===== src/rtl/vsfx_pkg.sv =====
// Shared types and constants for the VSFX halfword issue arbiter.
package vsfx_pkg;

  localparam int LANE_W = 16;

  localparam logic [LANE_W-1:0] SAT_MAX = 16'h7fff;
  localparam logic [LANE_W-1:0] SAT_MIN = 16'h8000;

  // Encoding 3'd7 is deliberately unnamed: it is the illegal opcode.
  typedef enum logic [2:0] {
    VSFX_AVGSH  = 3'd0,
    VSFX_AVGUH  = 3'd1,
    VSFX_ADDSHS = 3'd2,
    VSFX_SUBSHS = 3'd3,
    VSFX_MAXSH  = 3'd4,
    VSFX_MINSH  = 3'd5,
    VSFX_ADDUHM = 3'd6
  } vsfx_op_e;

  typedef struct packed {
    logic [LANE_W-1:0] v;
    logic              sat;
  } lane_res_t;

endpackage


===== src/rtl/vsfx_lane_alu.sv =====
// One 16-bit VSFX lane: combinational average / saturating add-sub / max-min / modulo add.
module vsfx_lane_alu
  import vsfx_pkg::*;
(
  input  logic [2:0]        op_i,
  input  logic [LANE_W-1:0] a_i,
  input  logic [LANE_W-1:0] b_i,
  output lane_res_t         res_o
);

  logic [16:0] sa, sb;
  logic [16:0] add_s, sub_s, avg_s, avg_u;
  logic        unused_lsb;

  assign sa    = {a_i[15], a_i};
  assign sb    = {b_i[15], b_i};
  assign add_s = sa + sb;
  assign sub_s = sa - sb;
  // 17 bits hold a+b+1 for both signednesses, so the average never wraps.
  assign avg_s = sa + sb + 17'd1;
  assign avg_u = {1'b0, a_i} + {1'b0, b_i} + 17'd1;

  assign unused_lsb = avg_s[0] ^ avg_u[0];

  always_comb begin
    res_o = '0;
    case (op_i)
      VSFX_AVGSH:  res_o.v = avg_s[16:1];
      VSFX_AVGUH:  res_o.v = avg_u[16:1];
      VSFX_ADDSHS: begin
        if (add_s[16] != add_s[15]) begin
          res_o.v   = add_s[16] ? SAT_MIN : SAT_MAX;
          res_o.sat = 1'b1;
        end else begin
          res_o.v = add_s[15:0];
        end
      end
      VSFX_SUBSHS: begin
        if (sub_s[16] != sub_s[15]) begin
          res_o.v   = sub_s[16] ? SAT_MIN : SAT_MAX;
          res_o.sat = 1'b1;
        end else begin
          res_o.v = sub_s[15:0];
        end
      end
      VSFX_MAXSH:  res_o.v = ($signed(a_i) > $signed(b_i)) ? a_i : b_i;
      VSFX_MINSH:  res_o.v = ($signed(a_i) < $signed(b_i)) ? a_i : b_i;
      VSFX_ADDUHM: res_o.v = a_i + b_i;
      default:     res_o   = '0;
    endcase
  end

endmodule


===== src/rtl/vsfx_issue_arb.sv =====
// Two-requester round-robin front end for a shared VSFX halfword datapath,
// with a registered valid/ready result port and a sticky saturation flag.
module vsfx_issue_arb
  import vsfx_pkg::*;
#(
  parameter int W    = 32,
  parameter int TAGW = 4
) (
  input  logic            clk,
  input  logic            rst_n,
  input  logic [1:0]      req_valid,
  output logic [1:0]      req_ready,
  input  logic [2:0]      req_op0,
  input  logic [2:0]      req_op1,
  input  logic [W-1:0]    vra0,
  input  logic [W-1:0]    vrb0,
  input  logic [W-1:0]    vra1,
  input  logic [W-1:0]    vrb1,
  input  logic [TAGW-1:0] tag0,
  input  logic [TAGW-1:0] tag1,
  output logic            out_valid,
  input  logic            out_ready,
  output logic [W-1:0]    out_vrt,
  output logic [TAGW-1:0] out_tag,
  output logic            out_src,
  output logic            sat,
  input  logic            sat_clr
);

  localparam int LANES = W / LANE_W;

  logic            ptr_q,   ptr_d;
  logic            valid_q, valid_d;
  logic [W-1:0]    vrt_q,   vrt_d;
  logic [TAGW-1:0] tag_q,   tag_d;
  logic            src_q,   src_d;
  logic            sat_q,   sat_d;

  logic [1:0]      grant;
  logic            free;
  logic            accept;
  logic            sel;
  logic [2:0]      op_s;
  logic [W-1:0]    vra_s, vrb_s, res_vrt;
  logic [TAGW-1:0] tag_s;
  logic [LANES-1:0] lane_sat;
  lane_res_t       lane_res [LANES];

  always_comb begin
    grant = 2'b00;
    case (req_valid)
      2'b01:   grant = 2'b01;
      2'b10:   grant = 2'b10;
      2'b11:   grant = ptr_q ? 2'b10 : 2'b01;
      default: grant = 2'b00;
    endcase
  end

  // Handshake: a transfer happens on any rising edge where valid & ready are
  // both high. Requesters must hold valid and payload until ready; the result
  // port holds out_vrt/out_tag/out_src stable while out_valid & !out_ready.
  assign free      = !valid_q | out_ready;
  assign req_ready = grant & {2{free & rst_n}};
  assign accept    = |req_ready;
  assign sel       = grant[1];

  assign op_s  = sel ? req_op1 : req_op0;
  assign vra_s = sel ? vra1    : vra0;
  assign vrb_s = sel ? vrb1    : vrb0;
  assign tag_s = sel ? tag1    : tag0;

  for (genvar g = 0; g < LANES; g++) begin : g_lane
    vsfx_lane_alu u_alu (
      .op_i  (op_s),
      .a_i   (vra_s[g*LANE_W +: LANE_W]),
      .b_i   (vrb_s[g*LANE_W +: LANE_W]),
      .res_o (lane_res[g])
    );
    assign res_vrt[g*LANE_W +: LANE_W] = lane_res[g].v;
    assign lane_sat[g]                 = lane_res[g].sat;
  end

  always_comb begin
    ptr_d   = ptr_q;
    valid_d = valid_q;
    vrt_d   = vrt_q;
    tag_d   = tag_q;
    src_d   = src_q;
    sat_d   = sat_q;
    if (accept) begin
      ptr_d   = ~sel;
      valid_d = 1'b1;
      vrt_d   = res_vrt;
      tag_d   = tag_s;
      src_d   = sel;
    end else if (out_ready) begin
      valid_d = 1'b0;
    end
    // A new saturation in the same cycle as a clear must survive.
    if (sat_clr) sat_d = 1'b0;
    if (accept && (|lane_sat)) sat_d = 1'b1;
  end

  always_ff @(posedge clk or negedge rst_n) begin
    if (!rst_n) begin
      ptr_q   <= 1'b0;
      valid_q <= 1'b0;
      vrt_q   <= '0;
      tag_q   <= '0;
      src_q   <= 1'b0;
      sat_q   <= 1'b0;
    end else begin
      ptr_q   <= ptr_d;
      valid_q <= valid_d;
      vrt_q   <= vrt_d;
      tag_q   <= tag_d;
      src_q   <= src_d;
      sat_q   <= sat_d;
    end
  end

  assign out_valid = valid_q;
  assign out_vrt   = vrt_q;
  assign out_tag   = tag_q;
  assign out_src   = src_q;
  assign sat       = sat_q;

endmodule

===== config.mk =====
export PLATFORM = sky130hd
export DESIGN_NAME = vsfx_issue_arb
export DESIGN_NICKNAME = d
export VERILOG_FILES = /design/src/rtl/vsfx_pkg.sv /design/src/rtl/vsfx_lane_alu.sv /design/src/rtl/vsfx_issue_arb.sv
export SDC_FILE = /design/constraint.sdc
export NUM_CORES = 1
export LEC_CHECK = 0
export CAP_MARGIN = 20
export CORE_MARGIN = 2
export CORE_UTILIZATION = 55
export DETAILED_ROUTE_END_ITERATION = 8
export DONT_BUFFER_PORTS = 1
export PLACE_DENSITY = 0.74
export SYNTH_ARGS = -nofsm -noshare
export SYNTH_HDL_FRONTEND = slang
export SYNTH_SLANG_ARGS = --single-unit

===== constraint.sdc =====
create_clock -name clk -period 15.7 [get_ports clk]
set_clock_uncertainty 0.1 [all_clocks]
set_input_delay 3.14 -clock clk [delete_from_list [all_inputs] [get_ports clk]]
set_output_delay 3.14 -clock clk [all_outputs]
set_load 0.05 [all_outputs]

==> impl_metrics.csv <==
group,metric,value,unit
status,status,"finished clean",
timing,rsz0062_at_grt,"no",
cells_and_area,final_common_cell,"nand2_1",
power_and_ir_drop,ir_worst_vdd,0.0678,mV
worst_setup_path,worstSetupEndpointType,"flop",
yosys,synth_async_sr_flop_share,100,%
worst_setup_path,reg2reg_slack,9.60,ns
floorplan,initial_core_util,55.8,%
yosys,synth_cell_types,86,
clock_tree,postCtsSetupBuffers,0,
cells_and_area,final_layout_size_suffix_gt1_share,3.88,%
route,dr.pass1.iters,6,
grt,grt_pass1_wl,52500,microns
yosys,synth_area,9160,sq um
yosys,syn_inst,1372,
clock_tree,cts_resized,0,
floorplan,ios,189,
timing,fin_crit_sh,53.6,%
cells_and_area,mostFrequentLayoutCells,"nand2_1 (253), a21oi_1 (115), nor2_1 (111)",
placed_design,placed_cell_area,9210,sq um
clock_tree,clk_latency,0.29,ns
yosys,synth_edf_count,0,
route,drc,0,
worst_setup_path,r2r_end,"out_vrt[18]$_DFFE_PN0P_",
power_and_ir_drop,p_total,1.27,mW
flow_run,cap_violations,0,
grt,globalRouteTotalUtil,37.6,%
clock_tree,cts.clk_slew.worst_paths,0.07,ns
placed_design,port_buffers,0,
grt,grt_pass1_vias,9535,
worst_setup_path,crit_required,15.73,ns
floorplan,die_x,133,microns
floorplan,dieHeight,133,microns
yosys,synth_seq_area_share,10.9,%
worst_setup_path,reg2reg_depth,15,
cells_and_area,post-route-util,57.0,%
timing,max_freq,119,MHz
timing,worst-slew-pin-transition,1.14,ns
power_and_ir_drop,leakagePower,3.96,nW
yosys,syn_avg_cell_area,6.68,sq um
timing,fin_tns_setup,0,ns
timing,slew_violations,0,
floorplan,core_area,16400,sq um
placed_design,place_ws,7.09,ns
timing,maxSlewHeadroom,24.3,%
route,ant_nets,0,
cells_and_area,syn_to_final_growth,2.17,%
worst_setup_path,critPathLaunchType,"primary input",
cells_and_area,layoutNonFillerInstCount,1533,
worst_setup_path,cp-endpoint,"out_vrt[18]$_DFFE_PN0P_",
cells_and_area,final_area,9360,sq um
clock_tree,h-tree-depth,2,
worst_setup_path,critPathKind,"primary input to flop",
route,vias_per_cell,6.78,
clock_tree,cts_tree,"yes",
route,drtIter0Drc,1339,
placed_design,dp_hpwl,26200,microns
timing,hold_violations,0,
timing,setup_viol,0,
placed_design,routabilityCongestion,1.03,
cells_and_area,antenna_cells,0,
yosys,synth_seq_cells,40,
floorplan,std_cell_rows,47,
clock_tree,cts_num_sinks,40,
power_and_ir_drop,powerDensity,135,nW/um^2
clock_tree,cts_buffers,5,
yosys,synthFlopType,"dfrtp_1",
yosys,synthesis.nets,1594,
route,drt_wl_total,34200,microns
grt,antenna_found_initial,0,
worst_setup_path,worst_ep_arrival_time,8.44,ns
route,wl_per_cell,22.3,microns
hold_path,hp-class,"flop to flop",
yosys,synth_warnings,0,
cells_and_area,n_fill_cell,1653,
cells_and_area,final_nets,1534,
clock_tree,cts-root-buf,"clkbuf_16",
timing,setup_ws,7.29,ns
worst_setup_path,cp-startpoint,"req_valid[1]",
floorplan,dieArea,17700,sq um
grt,grt_start_max_net_pins,60,
timing,hold_slack,0.582,ns
clock_tree,cts_buffer_depth,2,
worst_setup_path,crit_path_max_fanout,31,
worst_setup_path,r2r-start,"ptr_q$_DFFE_PN0P_",
timing,fin_crit,8.41,ns
clock_tree,ctsHoldBuffers,0,
grt,overflow,0,
route,vias,10400,
placed_design,place_inst,1525,
power breakdown:
part / internal, mW / total (mW) / leakage (nW) / switching (mW)
combinational: 0.311 / 0.879 / 3.37 / 0.568
sequential: 0.131 / 0.274 / 0.521 / 0.144
clock: 0.0636 / 0.112 / 0.0701 / 0.0489
total: 0.505 / 1.27 / 3.96 / 0.760
worst max-delay path, cell delays in order:
cell       delay [ns]
a21boi_4         0.72
mux2i_1          0.47
inv_1            0.09
ha_1             0.50
or4_1            0.62
or3_1            0.34
o21ai_1          0.29
o21ai_1          0.16
nand2_1          0.09
buf_4            0.32
o21a_1           0.95
o21ai_1          0.11
a2111oi_0        0.45
a32oi_1          0.17
worst min-delay path by stage:
stage | from | end | slack (ns) | depth (start not counted)
after floorplan | ptr_q$_DFFE_PN0P_ | ptr_q$_DFFE_PN0P_ | 0.44 | 2
after global placement | ptr_q$_DFFE_PN0P_ | ptr_q$_DFFE_PN0P_ | 0.57 | 2
after detailed placement | ptr_q$_DFFE_PN0P_ | ptr_q$_DFFE_PN0P_ | 0.57 | 2
after CTS | ptr_q$_DFFE_PN0P_ | ptr_q$_DFFE_PN0P_ | 0.58 | 2
after global routing | ptr_q$_DFFE_PN0P_ | ptr_q$_DFFE_PN0P_ | 0.62 | 2
final | ptr_q$_DFFE_PN0P_ | ptr_q$_DFFE_PN0P_ | 0.58 | 2
routing by layer:
metal	track usage, %	vias to the layer above	share of wire [%]
li1	-	4819	-
met1	53.3	4822	42
met2	55.2	682	41
met3	10.4	74	13
met4	11.5	0	2.7
met5	0	-	0
Yosys cell counts, types with 17 or more instances:
| cell | n | share of area [%] |
|---|---|---|
| nor3_1 | 26 | 1.4 |
| dfrtp_1 | 40 | 11 |
| clkbuf_1 | 47 | 1.9 |
| a211oi_1 | 26 | 2.1 |
| inv_1 | 80 | 3.3 |
| o21ai_0 | 68 | 3.7 |
| a31oi_1 | 21 | 1.4 |
| nor2_1 | 112 | 4.6 |
| mux2i_1 | 27 | 3.0 |
| nand2b_1 | 17 | 1.2 |
| nand3_1 | 23 | 1.3 |
| buf_2 | 21 | 1.1 |
| nand2_1 | 253 | 10 |
| a21oi_1 | 115 | 6.3 |
| o21ai_1 | 22 | 1.2 |
| ha_1 | 68 | 9.3 |
| xnor2_1 | 89 | 8.5 |
flip-flops by register name, summed over array words and instances (netlist names):
signal     count
out_valid      1
ptr_q          1
out_vrt       32
out_src        1
out_tag        4
sat            1
layout make-up:
| cell class | instances | area [sq um] | share of cell area, % |
|---|---|---|---|
| clock inverters | 1 | 7.51 | 0.0802 |
| multi-input cells | 1171 | 7540 | 80.6 |
| flip-flops and latches | 40 | 1000 | 10.7 |
| inverters | 84 | 315 | 3.37 |
| well taps | 220 | 275 | 2.94 |
| clock buffers | 7 | 143 | 1.52 |
| repair buffers | 10 | 75.1 | 0.802 |
kinds of logic after synthesis:
logic type,share of synthesized area (%)
buffers and inverters,7.17
AO/OA/AOI/OAI,32.5
flip-flops,10.9
XOR/XNOR,10.2
AND/OR/NAND/NOR,25.6
adder cells (fa/ha/maj),10.6
multiplexers,3.07
Note: power is estimated with default switching activity, not from simulation.
